File: config.mk
export PLATFORM = sky130hd
export DESIGN_NAME = fifo_packet_reader_flat
export DESIGN_NICKNAME = d
export VERILOG_FILES = /design/src/rtl/fifo_packet_reader_pkg.sv /design/src/rtl/fifo_packet_reader_if.sv /design/src/rtl/fifo_packet_reader_buf.sv /design/src/rtl/fifo_packet_reader.sv /design/src/flat_wrapper.sv
export SDC_FILE = /design/constraint.sdc
export NUM_CORES = 1
export LEC_CHECK = 0
export CORE_MARGIN = 2
export CORE_UTILIZATION = 52
export CTS_CLUSTER_DIAMETER = 100
export CTS_CLUSTER_SIZE = 8
export DETAILED_ROUTE_END_ITERATION = 12
export PLACE_DENSITY = 0.88
export SLEW_MARGIN = 10
export SYNTH_ARGS = -nofsm -noshare
export SYNTH_HDL_FRONTEND = slang
export SYNTH_HIERARCHICAL = 1
export SYNTH_SLANG_ARGS = --single-unit
File: constraint.sdc
create_clock -name clk -period 4.05 [get_ports clk]
set_input_delay 0.81 -clock clk [delete_from_list [all_inputs] [get_ports clk]]
set_output_delay 0.81 -clock clk [all_outputs]
set_load 0.02 [all_outputs]
File: src/rtl/fifo_packet_reader_pkg.sv
// Shared types and constants for the FIFO packet reader slice.
package fifo_pkt_pkg;

  localparam int PKT_DATA_W = 8;
  localparam int PKT_CNT_W  = 16;
  localparam int BUF_DEPTH  = 2;

  // Issue-side FSM: fetch header, wait for it to return, fetch payload.
  typedef enum logic [1:0] {
    ISS_HDR  = 2'd0,
    ISS_WAIT = 2'd1,
    ISS_PAY  = 2'd2
  } iss_state_e;

  // One stream beat as held in the output buffer.
  typedef struct packed {
    logic                  last;
    logic [PKT_DATA_W-1:0] data;
  } pkt_beat_t;

endpackage

File: src/rtl/fifo_packet_reader_if.sv
// FIFO read port plus outgoing byte stream and status of the packet reader.
interface fifo_packet_reader_if
  import fifo_pkt_pkg::*;
#(
  parameter int DATA_W = PKT_DATA_W,
  parameter int CNT_W  = PKT_CNT_W
);

  logic              fifo_empty;
  logic [DATA_W-1:0] fifo_rdata;
  logic              fifo_ren;
  logic [DATA_W-1:0] out_data;
  logic              out_valid;
  logic              out_last;
  logic              out_ready;
  logic [CNT_W-1:0]  pkt_cnt;
  logic [CNT_W-1:0]  drop_cnt;
  logic              busy;

  // Reader side: consumes the FIFO, produces the stream.
  modport master (
    input  fifo_empty, fifo_rdata, out_ready,
    output fifo_ren, out_data, out_valid, out_last, pkt_cnt, drop_cnt, busy
  );

  // Environment side: FIFO and downstream consumer.
  modport slave (
    output fifo_empty, fifo_rdata, out_ready,
    input  fifo_ren, out_data, out_valid, out_last, pkt_cnt, drop_cnt, busy
  );

endinterface

File: src/rtl/fifo_packet_reader_buf.sv
// Two-entry {data,last} skid buffer feeding the output stream.
// Outputs come straight from storage, so the stream is registered.
module pkt_out_buf
  import fifo_pkt_pkg::*;
(
  input  logic      clk,
  input  logic      rst,
  input  logic      push,
  input  pkt_beat_t push_beat,
  output logic      valid,
  input  logic      ready,
  output pkt_beat_t beat,
  output logic [1:0] occ
);

  pkt_beat_t  mem_r [BUF_DEPTH];
  logic       wr_ptr_r;
  logic       rd_ptr_r;
  logic [1:0] occ_r;
  logic       pop_s;

  assign valid = (occ_r != 2'd0);
  assign pop_s = valid & ready;
  assign beat  = mem_r[rd_ptr_r];
  assign occ   = occ_r;

  // Storage, pointers and occupancy; a push while full is only ever paired
  // with a pop, and then it lands in the slot being vacated.
  always_ff @(posedge clk or posedge rst) begin
    if (rst) begin
      for (int i = 0; i < BUF_DEPTH; i++) begin
        mem_r[i] <= '0;
      end
      wr_ptr_r <= 1'b0;
      rd_ptr_r <= 1'b0;
      occ_r    <= 2'd0;
    end else begin
      if (push) begin
        mem_r[wr_ptr_r] <= push_beat;
        wr_ptr_r        <= ~wr_ptr_r;
      end
      if (pop_s) begin
        rd_ptr_r <= ~rd_ptr_r;
      end
      case ({push, pop_s})
        2'b10:   occ_r <= occ_r + 2'd1;
        2'b01:   occ_r <= occ_r - 2'd1;
        default: occ_r <= occ_r;
      endcase
    end
  end

endmodule

File: src/rtl/fifo_packet_reader.sv
// Drains length-prefixed packets from a registered-read FIFO and re-emits the
// payload as a valid/ready byte stream with a last flag. Reads are issued only
// when the output buffer is guaranteed a slot for the returning byte.
module fifo_packet_reader
  import fifo_pkt_pkg::*;
#(
  parameter int DATA_W = PKT_DATA_W,
  parameter int CNT_W  = PKT_CNT_W
)
(
  input  logic                 clk,
  input  logic                 rst,
  fifo_packet_reader_if.master bus
);

  localparam logic [DATA_W-1:0] REM_ONE  = DATA_W'(1);
  localparam logic [DATA_W-1:0] LEN_ZERO = DATA_W'(0);

  iss_state_e        state_r;
  iss_state_e        state_nxt_s;
  logic [DATA_W-1:0] rem_r;
  logic              infl_pay_r;
  logic              infl_last_r;
  logic [CNT_W-1:0]  pkt_cnt_r;
  logic [CNT_W-1:0]  drop_cnt_r;

  logic              ren_s;
  logic              pop_s;
  logic [2:0]        credit_s;
  logic              can_read_s;
  logic              buf_valid_s;
  pkt_beat_t         buf_beat_s;
  pkt_beat_t         push_beat_s;
  logic [1:0]        occ_s;

  // Slots committed to the buffer: held beats plus a payload read in flight,
  // less the beat leaving this cycle.
  assign pop_s      = buf_valid_s & bus.out_ready;
  assign credit_s   = {1'b0, occ_s} + {2'b00, infl_pay_r} - {2'b00, pop_s};
  assign can_read_s = ~bus.fifo_empty & (credit_s < 3'd2);

  assign push_beat_s.last = infl_last_r;
  assign push_beat_s.data = bus.fifo_rdata;

  pkt_out_buf u_buf (
    .clk       (clk),
    .rst       (rst),
    .push      (infl_pay_r),
    .push_beat (push_beat_s),
    .valid     (buf_valid_s),
    .ready     (bus.out_ready),
    .beat      (buf_beat_s),
    .occ       (occ_s)
  );

  // Issue FSM next state and FIFO read request.
  always_comb begin
    state_nxt_s = state_r;
    ren_s       = 1'b0;
    case (state_r)
      ISS_HDR: begin
        if (can_read_s) begin
          ren_s       = 1'b1;
          state_nxt_s = ISS_WAIT;
        end else begin
          state_nxt_s = ISS_HDR;
        end
      end
      ISS_WAIT: begin
        if (bus.fifo_rdata == LEN_ZERO) begin
          state_nxt_s = ISS_HDR;
        end else begin
          state_nxt_s = ISS_PAY;
        end
      end
      ISS_PAY: begin
        if (can_read_s) begin
          ren_s = 1'b1;
          if (rem_r == REM_ONE) begin
            state_nxt_s = ISS_HDR;
          end else begin
            state_nxt_s = ISS_PAY;
          end
        end else begin
          state_nxt_s = ISS_PAY;
        end
      end
      default: begin
        state_nxt_s = ISS_HDR;
      end
    endcase
  end

  // Issue FSM state register.
  always_ff @(posedge clk or posedge rst) begin
    if (rst) begin
      state_r <= ISS_HDR;
    end else begin
      state_r <= state_nxt_s;
    end
  end

  // Remaining-payload count and the tag of the payload read in flight.
  always_ff @(posedge clk or posedge rst) begin
    if (rst) begin
      rem_r       <= LEN_ZERO;
      infl_pay_r  <= 1'b0;
      infl_last_r <= 1'b0;
    end else begin
      if ((state_r == ISS_WAIT) && (bus.fifo_rdata != LEN_ZERO)) begin
        rem_r <= bus.fifo_rdata;
      end else if ((state_r == ISS_PAY) && ren_s) begin
        rem_r <= rem_r - REM_ONE;
      end
      infl_pay_r  <= ren_s & (state_r == ISS_PAY);
      infl_last_r <= (rem_r == REM_ONE);
    end
  end

  // Packet and dropped-header counters; both wrap naturally.
  always_ff @(posedge clk or posedge rst) begin
    if (rst) begin
      pkt_cnt_r  <= {CNT_W{1'b0}};
      drop_cnt_r <= {CNT_W{1'b0}};
    end else begin
      if (pop_s && buf_beat_s.last) begin
        pkt_cnt_r <= pkt_cnt_r + {{(CNT_W-1){1'b0}}, 1'b1};
      end
      if ((state_r == ISS_WAIT) && (bus.fifo_rdata == LEN_ZERO)) begin
        drop_cnt_r <= drop_cnt_r + {{(CNT_W-1){1'b0}}, 1'b1};
      end
    end
  end

  assign bus.fifo_ren  = ren_s & ~rst;
  assign bus.out_valid = buf_valid_s;
  assign bus.out_data  = buf_beat_s.data;
  assign bus.out_last  = buf_beat_s.last;
  assign bus.pkt_cnt   = pkt_cnt_r;
  assign bus.drop_cnt  = drop_cnt_r;
  assign bus.busy      = (state_r != ISS_HDR) | infl_pay_r | (occ_s != 2'd0);

endmodule

File: src/flat_wrapper.sv
// flat-port wrapper written by rule: the top's interface ports become plain ports
module fifo_packet_reader_flat import fifo_pkt_pkg::*;
#(
  parameter int DATA_W = PKT_DATA_W,
  parameter int CNT_W  = PKT_CNT_W
)
  (clk, rst, bus_fifo_empty, bus_fifo_rdata, bus_out_ready, bus_fifo_ren, bus_out_data, bus_out_valid, bus_out_last, bus_pkt_cnt, bus_drop_cnt, bus_busy);
  fifo_packet_reader_if #(.DATA_W(DATA_W), .CNT_W(CNT_W)) bus_i ();
  input  logic clk;
  input  logic rst;
  input wire logic [$bits(bus_i.fifo_empty)-1:0] bus_fifo_empty;
  input wire logic [$bits(bus_i.fifo_rdata)-1:0] bus_fifo_rdata;
  input wire logic [$bits(bus_i.out_ready)-1:0] bus_out_ready;
  output wire logic [$bits(bus_i.fifo_ren)-1:0] bus_fifo_ren;
  output wire logic [$bits(bus_i.out_data)-1:0] bus_out_data;
  output wire logic [$bits(bus_i.out_valid)-1:0] bus_out_valid;
  output wire logic [$bits(bus_i.out_last)-1:0] bus_out_last;
  output wire logic [$bits(bus_i.pkt_cnt)-1:0] bus_pkt_cnt;
  output wire logic [$bits(bus_i.drop_cnt)-1:0] bus_drop_cnt;
  output wire logic [$bits(bus_i.busy)-1:0] bus_busy;
  assign bus_i.fifo_empty = bus_fifo_empty;
  assign bus_i.fifo_rdata = bus_fifo_rdata;
  assign bus_i.out_ready = bus_out_ready;
  assign bus_fifo_ren = bus_i.fifo_ren;
  assign bus_out_data = bus_i.out_data;
  assign bus_out_valid = bus_i.out_valid;
  assign bus_out_last = bus_i.out_last;
  assign bus_pkt_cnt = bus_i.pkt_cnt;
  assign bus_drop_cnt = bus_i.drop_cnt;
  assign bus_busy = bus_i.busy;
  fifo_packet_reader #(.DATA_W(DATA_W), .CNT_W(CNT_W)) u_core (.clk(clk), .rst(rst), .bus(bus_i));
endmodule
==> out/qor.yml <==
routing:
  drtIter0Drc: 140
  met1Wirelength_um: 2879
  via_count: 2279
  drt-total-wl_um: 6518
  route.met3.wl_um: 245
  highest_layer: "met4"
  viasPerCell: 5.613
  wl_met2_um: 3273
  route.detailed.drc: 0
  route.detailed.wl_per_inst_um: 16.05
  antenna_left: 0
  dr.pass1.iters: 5
synth:
  synthDominantCellAreaShare: 0.5219
  synth_edf_count: 0
  synth_top_cell_by_area: "dfrtp_1"
  syn_area_um2: 3164
  synthCells: 261
  yosysUniqueCellTypes: 49
  synth_area_leaders: "dfrtp_1 52%, mux2_2 7.5%, xnor2_1 7.5%, mux2_4 4.3%, nand4_1 2.6%"
  ys_ff_latch: 66
  synth_nets: 280
  seq_area_frac_synth: 0.5219
  async_reset_ff_frac: 1.000
  synth_ff_type: "dfrtp_1"
  synth_compound_area_frac: 0.04073
  synth.avg_cell_area_um2: 12.12
  synthMuxAreaShare: 0.1206
  synthSimpleGateAreaFrac: 0.1625
  synthAdderAreaFrac: 0.03005
  synth_top_family_by_area: "simple AND/OR/NAND/NOR gates"
  yosys_warnings: 6
  synth_xor_area_frac: 0.09964
placement:
  place_congestion: 0.9145
  dp.cells: 390
  port_buffers: 55
  place_ws_ns: -0.09637
  hpwl_um: 4606
clock_network:
  cts_sinks: 66
  clk_pin_slew_ns: 0.07
  hold_buffers: 0
  cts_resized: 1
  cts_setup_buffers: 0
  clk_path_buf_depth: 2
  cts_buffers: 9
  clk_latency_ns: 0.34
  htreeDepth: 3
  clockRootBuffer: "clkbuf_8"
  cts_tree: "yes"
critical_path:
  r2r_slack_ns: 0.75
  criticalPathCategory: "primary input to primary output"
  required_ns: 3.24
  cp_max_fo: 2
  r2r_start: "u_core/u_buf/occ[1]$_DFFE_PP0P_"
  r2r_end: "u_core/rem_r[4]$_DFFE_PP0P_"
  cp-start-kind: "primary input"
  ff2ff_path_depth: 10
  worstPathArrival_ns: 3.04
  critPathCaptureType: "primary output"
grt:
  overflow: 0
  globalRouteTotalUtil: 0.2135
  first_global_vias: 2177
  grt_pass1_wl_um: 10650
  grt_max_degree: 43
  antenna_found_initial: 0
layout:
  final_cell_mix: "66 x dfrtp_1, 54 x clkdlybuf4s50_1, 27 x xnor2_1"
  multi_input_area_um2: 1435
  diodes: 0
  layout_commonest_cell: "dfrtp_1"
  synthToLayoutAreaGrowth_pct: 27.05
  register_area_um2: 1652
  final_nets: 345
  layout.cells.non_filler: 406
  final_core_util: 0.6830
  fillers: 411
  drive_above_1_share: 0.1752
floorplan:
  start_util: 0.5376
  die_area_um2: 6725
  die_w_um: 82.01
  coreArea_um2: 5886
  io_pins: 56
  rows: 28
  die_h_um: 82.01
sta:
  slew_viol_final: 0
  finalHoldViolCount: 0
  tightest_slew_ns: 0.8441
  rsz0062_at_grt: "false"
  maxSlewHeadroom: 0.4367
  period_needed_ns: 3.847
  layout_worst_path_cycle_share: 0.9499
  finalSetupViolations: 0
  finalSetupTns_ns: 0
  setup_slack_ns: 0.2030
  final.setup_skew_ns: 0.006931
  hold_ws_ns: 0.4786
  fmax_ghz: 0.2599
pwr:
  combPwrFrac: 0.364
  p_switching_mw: 0.8267
  pwr-share-seq: 0.394
  max-vdd-ir-drop_v: 0.0003199
  p_leak_nw: 1.764
  clockPowerShare: 0.241
  powerDensity_nw_per_um2: 628.0
  swShare: 0.3274
  internal_power_mw: 1.698
worst_hold_path:
  min_path_cells: 1
  holdCritStartpoint: "u_core/bus.drop_cnt[15]$_DFFE_PP0P_"
  min_path_type: "flip-flop to flip-flop"
  min_to: "u_core/bus.drop_cnt[15]$_DFFE_PP0P_"
run:
  cap_violations: 0
outcome:
  status: "finished clean"
-- cell families after synthesis --
family	after synthesis
AO/OA/AOI/OAI	17
multiplexers	31
adder cells (fa/ha/maj)	7
buffers and inverters	16
flip-flops	66
XOR/XNOR	36
AND/OR/NAND/NOR	88
-- cell type report --
cell class / instances / area share
clock buffers: 11 / 0.03517
well taps: 75 / 0.02334
repair buffers: 59 / 0.1441
flip-flops and latches: 66 / 0.4108
clock inverters: 5 / 0.01930
multi-input cells: 179 / 0.3570
inverters: 11 / 0.01027
-- worst max path at each step --
stage | from | end | slack [ns] | depth (start not counted)
floorplan | u_core/u_buf/occ[1]$_DFFE_PP0P_ | bus_fifo_ren | 0.71 | 8
global placement | bus_out_ready | bus_fifo_ren | -0.07 | 9
detailed placement | bus_out_ready | bus_fifo_ren | -0.1 | 9
CTS | bus_out_ready | bus_fifo_ren | 0.19 | 9
global route | bus_out_ready | bus_fifo_ren | 0.07 | 9
finish | bus_out_ready | bus_fifo_ren | 0.20 | 9
-- per-layer routing --
layer	global-route usage	vias to the layer above
met5	0	-
met4	0.1000	0
met3	0.05934	8
met2	0.3407	57
met1	0.2695	1146
li1	-	1068
-- synthesized netlist by cell type (all sizes together), types with 2 or more instances --
cell type / n
a32oi: 3
and2: 2
and3: 3
and4: 2
buf: 4
dfrtp: 66
ha: 6
inv: 10
mux2: 30
nand2: 20
nand2b: 4
nand3: 13
nand4: 13
nor2: 10
nor3: 3
nor4: 5
nor4b: 2
o211ai: 2
o21ai: 4
o311ai: 2
or2: 2
or4: 3
xnor2: 27
xor2: 9
-- through the flow --
step	area, um2	power [mW]
2_1_floorplan	3164	1.593
3_3_place_gp	3802	1.885
3_5_place_dp	3802	1.929
4_1_cts	4020	2.542
5_1_grt	4020	2.666
6_report	4020	2.525
-- critical path, cell delays in order --
cell and delay (ns):
clkdlybuf4s50_1 0.47, and2_1 0.15, ha_1 0.23, nand2b_1 0.15
fa_1 0.38, xnor2_1 0.20, nand3b_1 0.12, nor3_1 0.16
dlygate4sd2_1 0.36
-- power groups by stage --
stage | clock (mW) | sequential (mW) | combinational, mW
CTS | 0.620 | 0.995 | 0.926
finish | 0.609 | 0.995 | 0.920
global route | 0.652 | 1.02 | 0.991
floorplan | 0 | 0.952 | 0.641
detailed placement | 0 | 1.00 | 0.925
global placement | 0 | 0.993 | 0.891
-- state kept, by name (all words and copies together), names as in the netlist, 2 cells and up --
| name | cells |
|---|---|
| u_core/u_buf/mem_r | 18 |
| u_core/rem_r | 8 |
| u_core/bus.pkt_cnt | 16 |
| u_core/u_buf/occ | 2 |
| u_core/state_r | 2 |
| u_core/bus.drop_cnt | 16 |
(Power assumes the default switching activity.)
